<file path="config.mk">
export PLATFORM = sky130hd
export DESIGN_NAME = result_bcd_converter
export DESIGN_NICKNAME = d
export VERILOG_FILES = /design/src/rtl/result_bcd_converter.sv
export SDC_FILE = /design/constraint.sdc
export NUM_CORES = 1
export LEC_CHECK = 0
export ABC_AREA = 1
export CAP_MARGIN = 20
export CORE_ASPECT_RATIO = 0.75
export CORE_MARGIN = 3
export CORE_UTILIZATION = 30
export DETAILED_ROUTE_END_ITERATION = 10
export GPL_TIMING_DRIVEN = 1
export RECOVER_POWER = 100
export SYNTH_ARGS = -nofsm -noshare
export SYNTH_HDL_FRONTEND = slang
export SYNTH_SLANG_ARGS = --single-unit
</file>
<file path="constraint.sdc">
create_clock -name Clk -period 6.95 [get_ports Clk]
set_clock_uncertainty 0.05 [all_clocks]
set_input_delay 0.695 -clock Clk [delete_from_list [all_inputs] [get_ports Clk]]
set_output_delay 0.695 -clock Clk [all_outputs]
set_load 0.05 [all_outputs]
</file>
<file path="src/rtl/result_bcd_converter.sv">
// result_bcd_converter
//   Sequential binary-to-BCD converter (shift-and-add-3, one bit per clock)
//   for the calculator result feeding the SSD/VGA display logic.
//
// Ports:
//   Clk     system clock
//   Reset   synchronous, active-high reset
//   Start   request a conversion (sampled only in QI)
//   Ack     consumer acknowledges the result (sampled only in QDone)
//   Bin     value to convert, captured on the Start-accepting edge
//   Signed  treat Bin as two's complement, captured with Bin
//   Bcd     DIGITS packed BCD digits, digit 0 (units) in the low nibble
//   Neg     result is negative
//   Blank   leading-zero blank mask, bit 0 always 0
//   Done    high throughout QDone
//   QI, QShift, QDone  one-hot state indicators
module result_bcd_converter #(
  parameter int BIN_W  = 16,
  parameter int DIGITS = 5
) (
  input  logic                  Clk,
  input  logic                  Reset,
  input  logic                  Start,
  input  logic                  Ack,
  input  logic [BIN_W-1:0]      Bin,
  input  logic                  Signed,
  output logic [4*DIGITS-1:0]   Bcd,
  output logic                  Neg,
  output logic [DIGITS-1:0]     Blank,
  output logic                  Done,
  output logic                  QI,
  output logic                  QShift,
  output logic                  QDone
);

  localparam int CNT_W = (BIN_W > 1) ? $clog2(BIN_W) : 1;
  localparam int SR_W  = 4*DIGITS + BIN_W;
  localparam logic [DIGITS-1:0] BLANK_RST = {{(DIGITS-1){1'b1}}, 1'b0};

  typedef enum logic [1:0] {
    S_IDLE  = 2'd0,
    S_SHIFT = 2'd1,
    S_DONE  = 2'd2
  } state_t;

  state_t               state;
  logic [BIN_W-1:0]     shreg;
  logic [4*DIGITS-1:0]  scratch;
  logic [CNT_W-1:0]     cnt;
  logic                 neg_pend;

  logic [BIN_W-1:0]     mag;
  logic [4*DIGITS-1:0]  corr;
  logic [SR_W-1:0]      shifted;

  // Add 3 to every digit >= 5 so the following left shift carries correctly
  // into the next decimal digit.
  function automatic logic [4*DIGITS-1:0] add3(input logic [4*DIGITS-1:0] s);
    logic [4*DIGITS-1:0] r;
    r = s;
    for (int i = 0; i < DIGITS; i++) begin
      if (s[4*i +: 4] >= 4'd5)
        r[4*i +: 4] = s[4*i +: 4] + 4'd3;
    end
    return r;
  endfunction

  // Bit i set when digit i and every digit above it are zero; units never blank.
  function automatic logic [DIGITS-1:0] blank_mask(input logic [4*DIGITS-1:0] d);
    logic [DIGITS-1:0] b;
    logic              all_zero;
    b        = '0;
    all_zero = 1'b1;
    for (int i = DIGITS-1; i >= 1; i--) begin
      all_zero = all_zero & (d[4*i +: 4] == 4'd0);
      b[i]     = all_zero;
    end
    return b;
  endfunction

  // Negation of the most negative value yields the same bit pattern, which
  // read as unsigned is exactly the wanted magnitude (e.g. 0x8000 -> 32768).
  always_comb begin
    mag = Bin;
    if (Signed && Bin[BIN_W-1])
      mag = (~Bin) + {{(BIN_W-1){1'b0}}, 1'b1};
  end

  always_comb begin
    corr    = add3(scratch);
    shifted = {corr, shreg} << 1;
  end

  always_ff @(posedge Clk) begin
    if (Reset) begin
      state  <= S_IDLE;
      Bcd    <= '0;
      Neg    <= 1'b0;
      Blank  <= BLANK_RST;
      Done   <= 1'b0;
      QI     <= 1'b1;
      QShift <= 1'b0;
      QDone  <= 1'b0;
    end else begin
      case (state)
        S_IDLE: begin
          if (Start) begin
            shreg    <= mag;
            scratch  <= '0;
            cnt      <= CNT_W'(BIN_W-1);
            neg_pend <= Signed & Bin[BIN_W-1];
            state    <= S_SHIFT;
            QI       <= 1'b0;
            QShift   <= 1'b1;
          end
        end
        S_SHIFT: begin
          {scratch, shreg} <= shifted;
          if (cnt == '0) begin
            state  <= S_DONE;
            QShift <= 1'b0;
            QDone  <= 1'b1;
            Done   <= 1'b1;
            Bcd    <= shifted[BIN_W +: 4*DIGITS];
            // A zero magnitude is never reported as negative.
            Neg    <= neg_pend & (|shifted[BIN_W +: 4*DIGITS]);
            Blank  <= blank_mask(shifted[BIN_W +: 4*DIGITS]);
          end else begin
            cnt <= cnt - 1'b1;
          end
        end
        S_DONE: begin
          // Ack wins over a simultaneous Start; a fresh Start in QI is needed.
          if (Ack) begin
            state <= S_IDLE;
            QDone <= 1'b0;
            Done  <= 1'b0;
            QI    <= 1'b1;
          end
        end
        default: begin
          state  <= S_IDLE;
          Done   <= 1'b0;
          QI     <= 1'b1;
          QShift <= 1'b0;
          QDone  <= 1'b0;
        end
      endcase
    end
  end

endmodule

</file>
---- Word level (Yosys, flattened, before mapping) ----
Cells that the tools add are included.
word-level totals
  bits in latches ......................... 0
  memories kept ........................... 0
  logic and storage cells ................. 82
  register bits ........................... 71
  memory bits (writable) .................. 0
  memory bits (read-only) ................. 0
  output and inout bits ................... 30
  bits of input ports ..................... 21
cells by class
  shift operators ......................... 0
  bitwise operators ....................... 10
  multiply operators ...................... 0
  mux-type cells .......................... 26
  reductions and logical operators ........ 17
  equal/unequal tests ..................... 6
  order comparisons ....................... 5
  add/subtract/negate cells ............... 7
  divide/modulo/power cells ............... 0
operators with widths
  cell                                                                number
  one-hot mux 20 bit (2 select lines)                                 1
  2-to-1 mux 16 bit                                                   2
  one-hot mux 16 bit (2 select lines)                                 1
  2-to-1 mux 4 bit                                                    6
  greater-or-equal comparator 4 x 3 -> 1 bit (second input constant)  5
  logical NOT 4 bit                                                   5
  2-to-1 mux 20 bit                                                   1
  OR reduction 20 bit                                                 1
  AND reduction 3 bit                                                 6
  adder 16 x 1 -> 16 bit (second input constant)                      1
  adder 4 x 2 -> 4 bit (second input constant)                        4
  NOT 16 bit                                                          1
  one-hot mux 1 bit (3 select lines)                                  3
  != test 2 bit (second input constant)                               4
  one-hot mux 4 bit (2 select lines)                                  1
  2-to-1 mux 1 bit                                                    6
  2-to-1 mux 2 bit                                                    3
  one-hot mux 2 bit (3 select lines)                                  1
  bitwise AND 1 bit                                                   5
  NOT 1 bit                                                           4
  AND reduction 4 bit                                                 1
  subtractor 4 x 1 -> 4 bit (second input constant)                   1
  adder 3 x 2 -> 3 bit (second input constant)                        1
  2-to-1 mux 3 bit                                                    1
  6 further kinds                                                     6

---- Logic depth before layout (Yosys ltp) ----
Gate-level depths: netlist of run 1.
  depth in word-level cells ............... 6
  depth in mapped cells ................... 15

---- Least setup slack after synthesis of run 1 ----
OpenSTA, ideal clock, no wires.
  kind .................................... input to register
  start point ............................. input Reset
  end point ............................... register scratch[0], enable pin
  buffers on the path ..................... 2
  cell stages on the path ................. 3
  data arrival time ....................... 3.630 ns
  data required time ...................... 6.426 ns
  path slack .............................. 2.796 ns
  cells stage by stage .................... clkbuf_1 clkbuf_1 nor3_1
on the way
  longest elaborated chain between the ends .. 2
RTL lines
  element                               line  RTL
  start, declared                       22    input logic Reset,
  NOT 1 bit (no source line)            -
  AND reduction 3 bit (no source line)  -
  end signal, assigned                  118   {scratch, shreg} <= shifted;
  end, declared                         48    logic [4*DIGITS-1:0] scratch;
Every way passes these cells.
A chain may end at the register's enable or synchronous reset.

---- Worst setup path after layout of run 1 ----
  start point ............................. register state[0]
  end point ............................... register Neg
on the way
  longest elaborated chain between the ends .. 2
RTL lines
  element                               line  RTL
  start, declared                       46    state_t state;
  start signal, assigned                96    state <= S_IDLE;
  start signal, assigned                112   state <= S_SHIFT;
  start signal, assigned                120   state <= S_DONE;
  == test 2 x 1 -> 1 bit                105   case (state)
  AND reduction 2 bit (no source line)  -
  end signal, assigned                  126   Neg <= neg_pend & (|shifted[BIN_W +: 4*DIGITS]);
  end, declared                         28    output logic Neg,
Every way passes these cells.

==> impl_metrics.yaml, run 1 <==
setup_path:
  endpoint_kind: "flip-flop"
  cp_slowest_stage_delay_ns: 1.16
  cp_top_family: "simple AND/OR/NAND/NOR gates"
  worst_path_cell_chain: "inv_1 > nor2_1 > inv_1 > nor3_4 > buf_4 > inv_1 > nor2_1 > nand2_1 > a21oi_1"
  timing_worst_setup_path_type: "reg -> reg"
  endpoint_of_the_most_critical_register_to_register_path: "Neg$_SDFFE_PP0P_"
  r2r.worst_path.cells: 9
  cp_slowest_cell: "nor2_1"
  crit_start: "state[0]$_SDFFE_PP0P_"
  worst-path-max-fanout: 44
  cp.required_ns: 7.15
  worst_path_most_repeated_cell: "inv_1"
  timing.rr.start: "state[0]$_SDFFE_PP0P_"
  cp_data_arrival_time_ns: 4.12
  r2r_slack_ns: 3.03
  worst_setup_path_start_kind: "flip-flop"
  cp.buffers_inverters: 4
floorplanning:
  floorplan.die.width_um: 133.6
  dieArea_um2: 13590
  placementRows: 34
  placeableCoreArea_um2: 11740
  initial_utilization: 0.3121
  dieHeight_um: 101.7
  pin_count: 51
global_route:
  grt_usage: 0.1253
  first_pass_grt_wire_length_um: 13500
  grt.overflow.total: 0
  initial_antenna_violation_count: 0
  number_of_global_route_vias_before_repair: 2860
  grt_max_degree: 45
timing:
  grt_setup_unrepaired: "no"
  max_slew.worst_pin.slew_ns: 1.571
  setup_viol_count_final: 0
  setup_total_negative_slack_ns: 0
  drv_slew: 31
  minimum_hold_slack_ns: 0.4150
  fin_crit_ns: 3.925
  report.final.hold_viol_count: 0
  achievable-frequency_ghz: 0.2548
  maxSlewHeadroom: -0.05139
  fin_crit_sh: 0.5647
synthesis:
  seq_area_frac_synth: 0.4998
  number_of_enable_type_register_cells_in_the_synthesized_netlist: 41
  postSynth.asyncResetShare: 0
  synth_area_um2: 3665
  yosys.cell_types.count: 33
  syn_avg_cell_area_um2: 8.162
  synth_nets: 482
  syn-instance-count: 449
  synth_ff_type: "edfxtp_1"
  yosys_warning_count: 0
  synth.ff_latch_count: 71
flow_run:
  drv_cap: 1
routing:
  dr.pass1.iters: 5
  num_vias: 2976
  first_iter_violations: 141
  wl_per_cell_um: 12.30
  postRouteWirelength_um: 8152
  final_antenna_net_count: 0
  detail_route.vias_per_cell: 4.489
  detail_route.drc_violations: 0
clock_tree:
  clock_insertion_delay_worst_skew_ns: 0.33
  cts.clk_slew.worst_paths_ns: 0.06
  cts_setup_buffers: 0
  post_cts.resized_instances: 0
  cts.root.buffer_cell: "clkbuf_16"
  clkSinkCount: 71
  cts_tree: "done"
  cts_hold_repair.buffers: 0
  cts.htree.levels: 3
  clock_tree.buffer_depth: 2
  cts_buffers: 9
placed_design:
  place_hpwl_um: 6076
  port_buffer_count: 49
  gp_congestion: 0.8108
pwr:
  ir_worst_vdd_mv: 0.1052
  cell_pwr_density_nw_per_um2: 224.4
  p_leak_nw: 1.947
final_layout:
  syn_to_final_growth_pct: 24.38
  sequential_cell_area_um2: 1832
  fillers: 1182
  multiInputGateArea_um2: 1519
  post_route_cells_drive_above_1_share: 0.04591
  nets: 529
  most-common-layout-cells: "nand2_1 (96), inv_1 (62), nor2_1 (59)"
  diodes: 0
  layout_commonest_cell: "nand2_1"
worst_hold_path:
  hp-class: "reg -> reg"
  whs_path_depth: 2
  hold_worst_path_end: "QShift$_SDFFE_PP0P_"
  hold_path.startpoint: "QShift$_SDFFE_PP0P_"
status:
  violations_in_the_final_reports: "max-capacitance violations, max-slew violations"
  outcome: "finished with violations"
==> worst min-delay path: stages, from the launching register on <==
cell and delay, ns:
dfxtp_1 0.31, nand2_1 0.06, a21oi_1 0.05
==> sequential cells by signal (all words and copies together) (netlist names) <==
signal    flops
Neg           1
Blank         4
neg_pend      1
state         2
shreg        16
scratch      20
QDone         1
Bcd          20
QI            1
cnt           4
QShift        1
==> cells in the mapped netlist (3+ instances only) <==
cell | n | area, µm²
a211oi_1 | 5 | 37.54
a21oi_1 | 26 | 130.1
and2_1 | 3 | 18.77
buf_2 | 3 | 15.01
buf_4 | 4 | 30.03
clkbuf_1 | 9 | 33.78
dfxtp_1 | 30 | 600.6
edfxtp_1 | 41 | 1231
ha_1 | 12 | 150.1
inv_1 | 60 | 225.2
nand2_1 | 96 | 360.4
nand3_1 | 21 | 105.1
nand3b_1 | 3 | 22.52
nand4_1 | 7 | 43.79
nor2_1 | 58 | 217.7
nor2_2 | 3 | 18.77
o21ai_0 | 36 | 180.2
xor2_1 | 10 | 87.58
==> cell type report <==
cell class	count	area share
clock buffers	10	0.05023
clock inverters	6	0.008235
inverters	62	0.05106
multi-input cells	300	0.3332
flip-flops and latches	71	0.4019
well taps	162	0.04447
repair buffers	52	0.1109
==> power by group <==
| group | switching [W] | total, W | internal, W |
|---|---|---|---|
| clock | 0.000169 | 0.000408 | 0.000239 |
| combinational | 0.0000888 | 0.000134 | 0.0000451 |
| sequential | 0.0000101 | 0.000481 | 0.000471 |
| total | 0.000268 | 0.00102 | 0.000755 |
==> kinds of logic (layout without fill, tap and decap cells) <==
kind of cell | after synthesis | in the layout | share of synthesized area
compound gates | 76 | 76 | 0.1120
fa+ha+maj | 12 | 12 | 0.04097
other cells | 1 | 1 | 0.001023
flops | 71 | 71 | 0.4998
xor+xnor | 12 | 12 | 0.02868
simple gates | 199 | 199 | 0.2325
buf+inv | 78 | 130 | 0.08501
==> worst max-delay path by stage <==
stage                                          end  cells after the start
after floorplan           scratch[0]$_SDFFCE_PN0P_                      3
after global placement            Neg$_SDFFE_PP0P_                      8
after detailed placement          Neg$_SDFFE_PP0P_                      9
after CTS                         Neg$_SDFFE_PP0P_                      9
after global routing              Neg$_SDFFE_PP0P_                      9
final                             Neg$_SDFFE_PP0P_                      9
==> through the flow <==
step	power [W]	std cells	worst slack, ns	instance area, µm²	util
floorplan	0.0005814	449	2.796	3665	-
global placement	0.0006206	647	4.139	4307	0.3668
detailed placement	0.0006252	647	4.070	4307	0.3668
CTS	0.001038	663	4.014	4573	0.3895
global route	0.001074	663	2.473	4558	0.3882
finish	0.001023	663	3.025	4558	0.3882
==> metal layers <==
metal  share of wire  global-route usage  vias up  wire length (µm)
met5               0                   0        -                 0
met4           0.016             0.04269        0               128
met3           0.058             0.03327       10               475
met2            0.45              0.2001       68              3675
met1            0.47              0.1668     1338              3872
li1                -                   -     1560                 -
(Power assumes the default switching activity.)
==> run 2, diff against run 1 <==
==> constraint.sdc (replaced) <==
create_clock -name Clk -period 3.8 [get_ports Clk]
set_clock_uncertainty 0.05 [all_clocks]
set_input_delay 0.38 -clock Clk [delete_from_list [all_inputs] [get_ports Clk]]
set_output_delay 0.38 -clock Clk [all_outputs]
set_load 0.05 [all_outputs]
==> run 2 against run 1 <==
Net effect: the run still ends with max-capacitance violations, max-slew violations left; global-route usage increased by 0.91 points; via count increased by 1.4%; register-to-register slack lost 2.1 ns; sequential cell count did not move; clock power up 100%; core utilization rose by 0.39 points; worst hold slack got worse by 0.0041 ns; critical path type is now in -> reg.
==> impl_metrics.yaml, run 2 (synthesized netlist as in run 1, its figures left out) <==
setup_path:
  cp.required_ns: 3.67
  timing_worst_setup_path_type: "in -> reg"
  worst-path-max-fanout: 36
  endpoint_kind: "flip-flop"
  cp_data_arrival_time_ns: 2.82
  worst_setup_path_start_kind: "input port"
routing:
  detail_route.drc_violations: 0
  dr.pass1.iters: 5
  detail_route.vias_per_cell: 4.537
  final_antenna_net_count: 0
  postRouteWirelength_um: 8581
  first_iter_violations: 240
  num_vias: 3017
  wl_per_cell_um: 12.90
status:
  violations_in_the_final_reports: "max-capacitance violations, max-slew violations"
  outcome: "finished with violations"
floorplanning:
  placeableCoreArea_um2: 11740
  initial_utilization: 0.3121
  pin_count: 51
  dieHeight_um: 101.7
  floorplan.die.width_um: 133.6
  dieArea_um2: 13590
  placementRows: 34
clock_tree:
  clock_tree.buffer_depth: 2
  cts.htree.levels: 3
  cts_buffers: 9
  cts_tree: "done"
  cts.root.buffer_cell: "clkbuf_16"
  clkSinkCount: 71
  clock_insertion_delay_worst_skew_ns: 0.33
  cts_hold_repair.buffers: 0
  cts.clk_slew.worst_paths_ns: 0.05
  post_cts.resized_instances: 0
  cts_setup_buffers: 0
final_layout:
  post_route_cells_drive_above_1_share: 0.05368
  most-common-layout-cells: "nand2_1 (96), inv_1 (62), nor2_1 (58)"
  diodes: 0
  nets: 531
  instances_no_fill: 665
  layout_commonest_cell: "nand2_1"
  largest_registers: "Bcd: 20 flops, scratch: 20 flops, shreg: 16 flops"
  syn_to_final_growth_pct: 25.64
timing:
  setup_viol_count_final: 0
  fin_crit_ns: 2.949
  achievable-frequency_ghz: 0.3391
  setup_total_negative_slack_ns: 0
  fin_crit_sh: 0.7760
  max_slew.worst_pin.slew_ns: 1.985
  drv_slew: 37
  report.final.hold_viol_count: 0
  setup_slack_ns: 0.8513
  grt_setup_unrepaired: "no"
  maxSlewHeadroom: -0.3233
  minimum_hold_slack_ns: 0.4109
global_route:
  initial_antenna_violation_count: 0
  first_pass_grt_wire_length_um: 14260
  grt_max_degree: 37
  number_of_global_route_vias_before_repair: 2952
  grt_usage: 0.1344
  grt.overflow.total: 0
placed_design:
  placed_cells: 649
  gp_congestion: 0.8848
  port_buffer_count: 49
  place_hpwl_um: 6372
  setup_slack_at_placement_ns: 1.505
pwr:
  ir_worst_vdd_mv: 0.2529
  p_leak_nw: 1.970
  cell_pwr_density_nw_per_um2: 422.8
worst_hold_path:
  hp-class: "reg -> reg"
flow_run:
  drv_cap: 1
==> run 2: metrics by stage <==
stage | total power (W) | utilization | instance area (µm²)
finish | 0.001947 | 0.3922 | 4604
detailed placement | 0.001145 | 0.3686 | 4328
global route | 0.002037 | 0.3922 | 4604
floorplan | 0.001063 | - | 3670
CTS | 0.001964 | 0.3932 | 4617
global placement | 0.001137 | 0.3686 | 4328
==> run 2: worst max-delay path, stage by stage <==
cell and delay [ns]:
dlygate4sd3_1 0.75, nor3_4 0.22, clkbuf_1 1.45
==> run 2: final timing paths <==
kind	from	endpoint	slack [ns]	cells after the start
min reg2reg	QShift$_SDFFE_PP0P_	QShift$_SDFFE_PP0P_	0.41	2
max	Reset	shreg[3]$_DFFE_PP_	0.85	3
min	QShift$_SDFFE_PP0P_	QShift$_SDFFE_PP0P_	0.41	2
max reg2reg	state[1]$_SDFFE_PP0P_	Bcd[3]$_SDFFE_PP0P_	0.96	7
==> run 2: power breakdown <==
group          internal, W  leakage [nW]  switching (W)
registers         0.000862         0.633      0.0000189
clock network     0.000502         0.139       0.000316
logic            0.0000835          1.20       0.000165
total              0.00145          1.97       0.000500
==> run 2: layer usage <==
layer,share of wire,track usage,vias up
met1,0.50,0.1805,1398
met3,0.044,0.03823,6
met5,0,0,-
li1,-,-,1560
met4,0.012,0.04901,0
met2,0.44,0.2090,53
==> run 2: final cells by class <==
cell class                 count  area, µm²
fill                        1169       7137
sequential                    71       1832
multi-input combinational    300       1528
timing repair buffer          54      520.5
inverter                      62      232.7
clock buffer                   9      225.2
tap                          162      202.7
clock inverter                 7      63.81
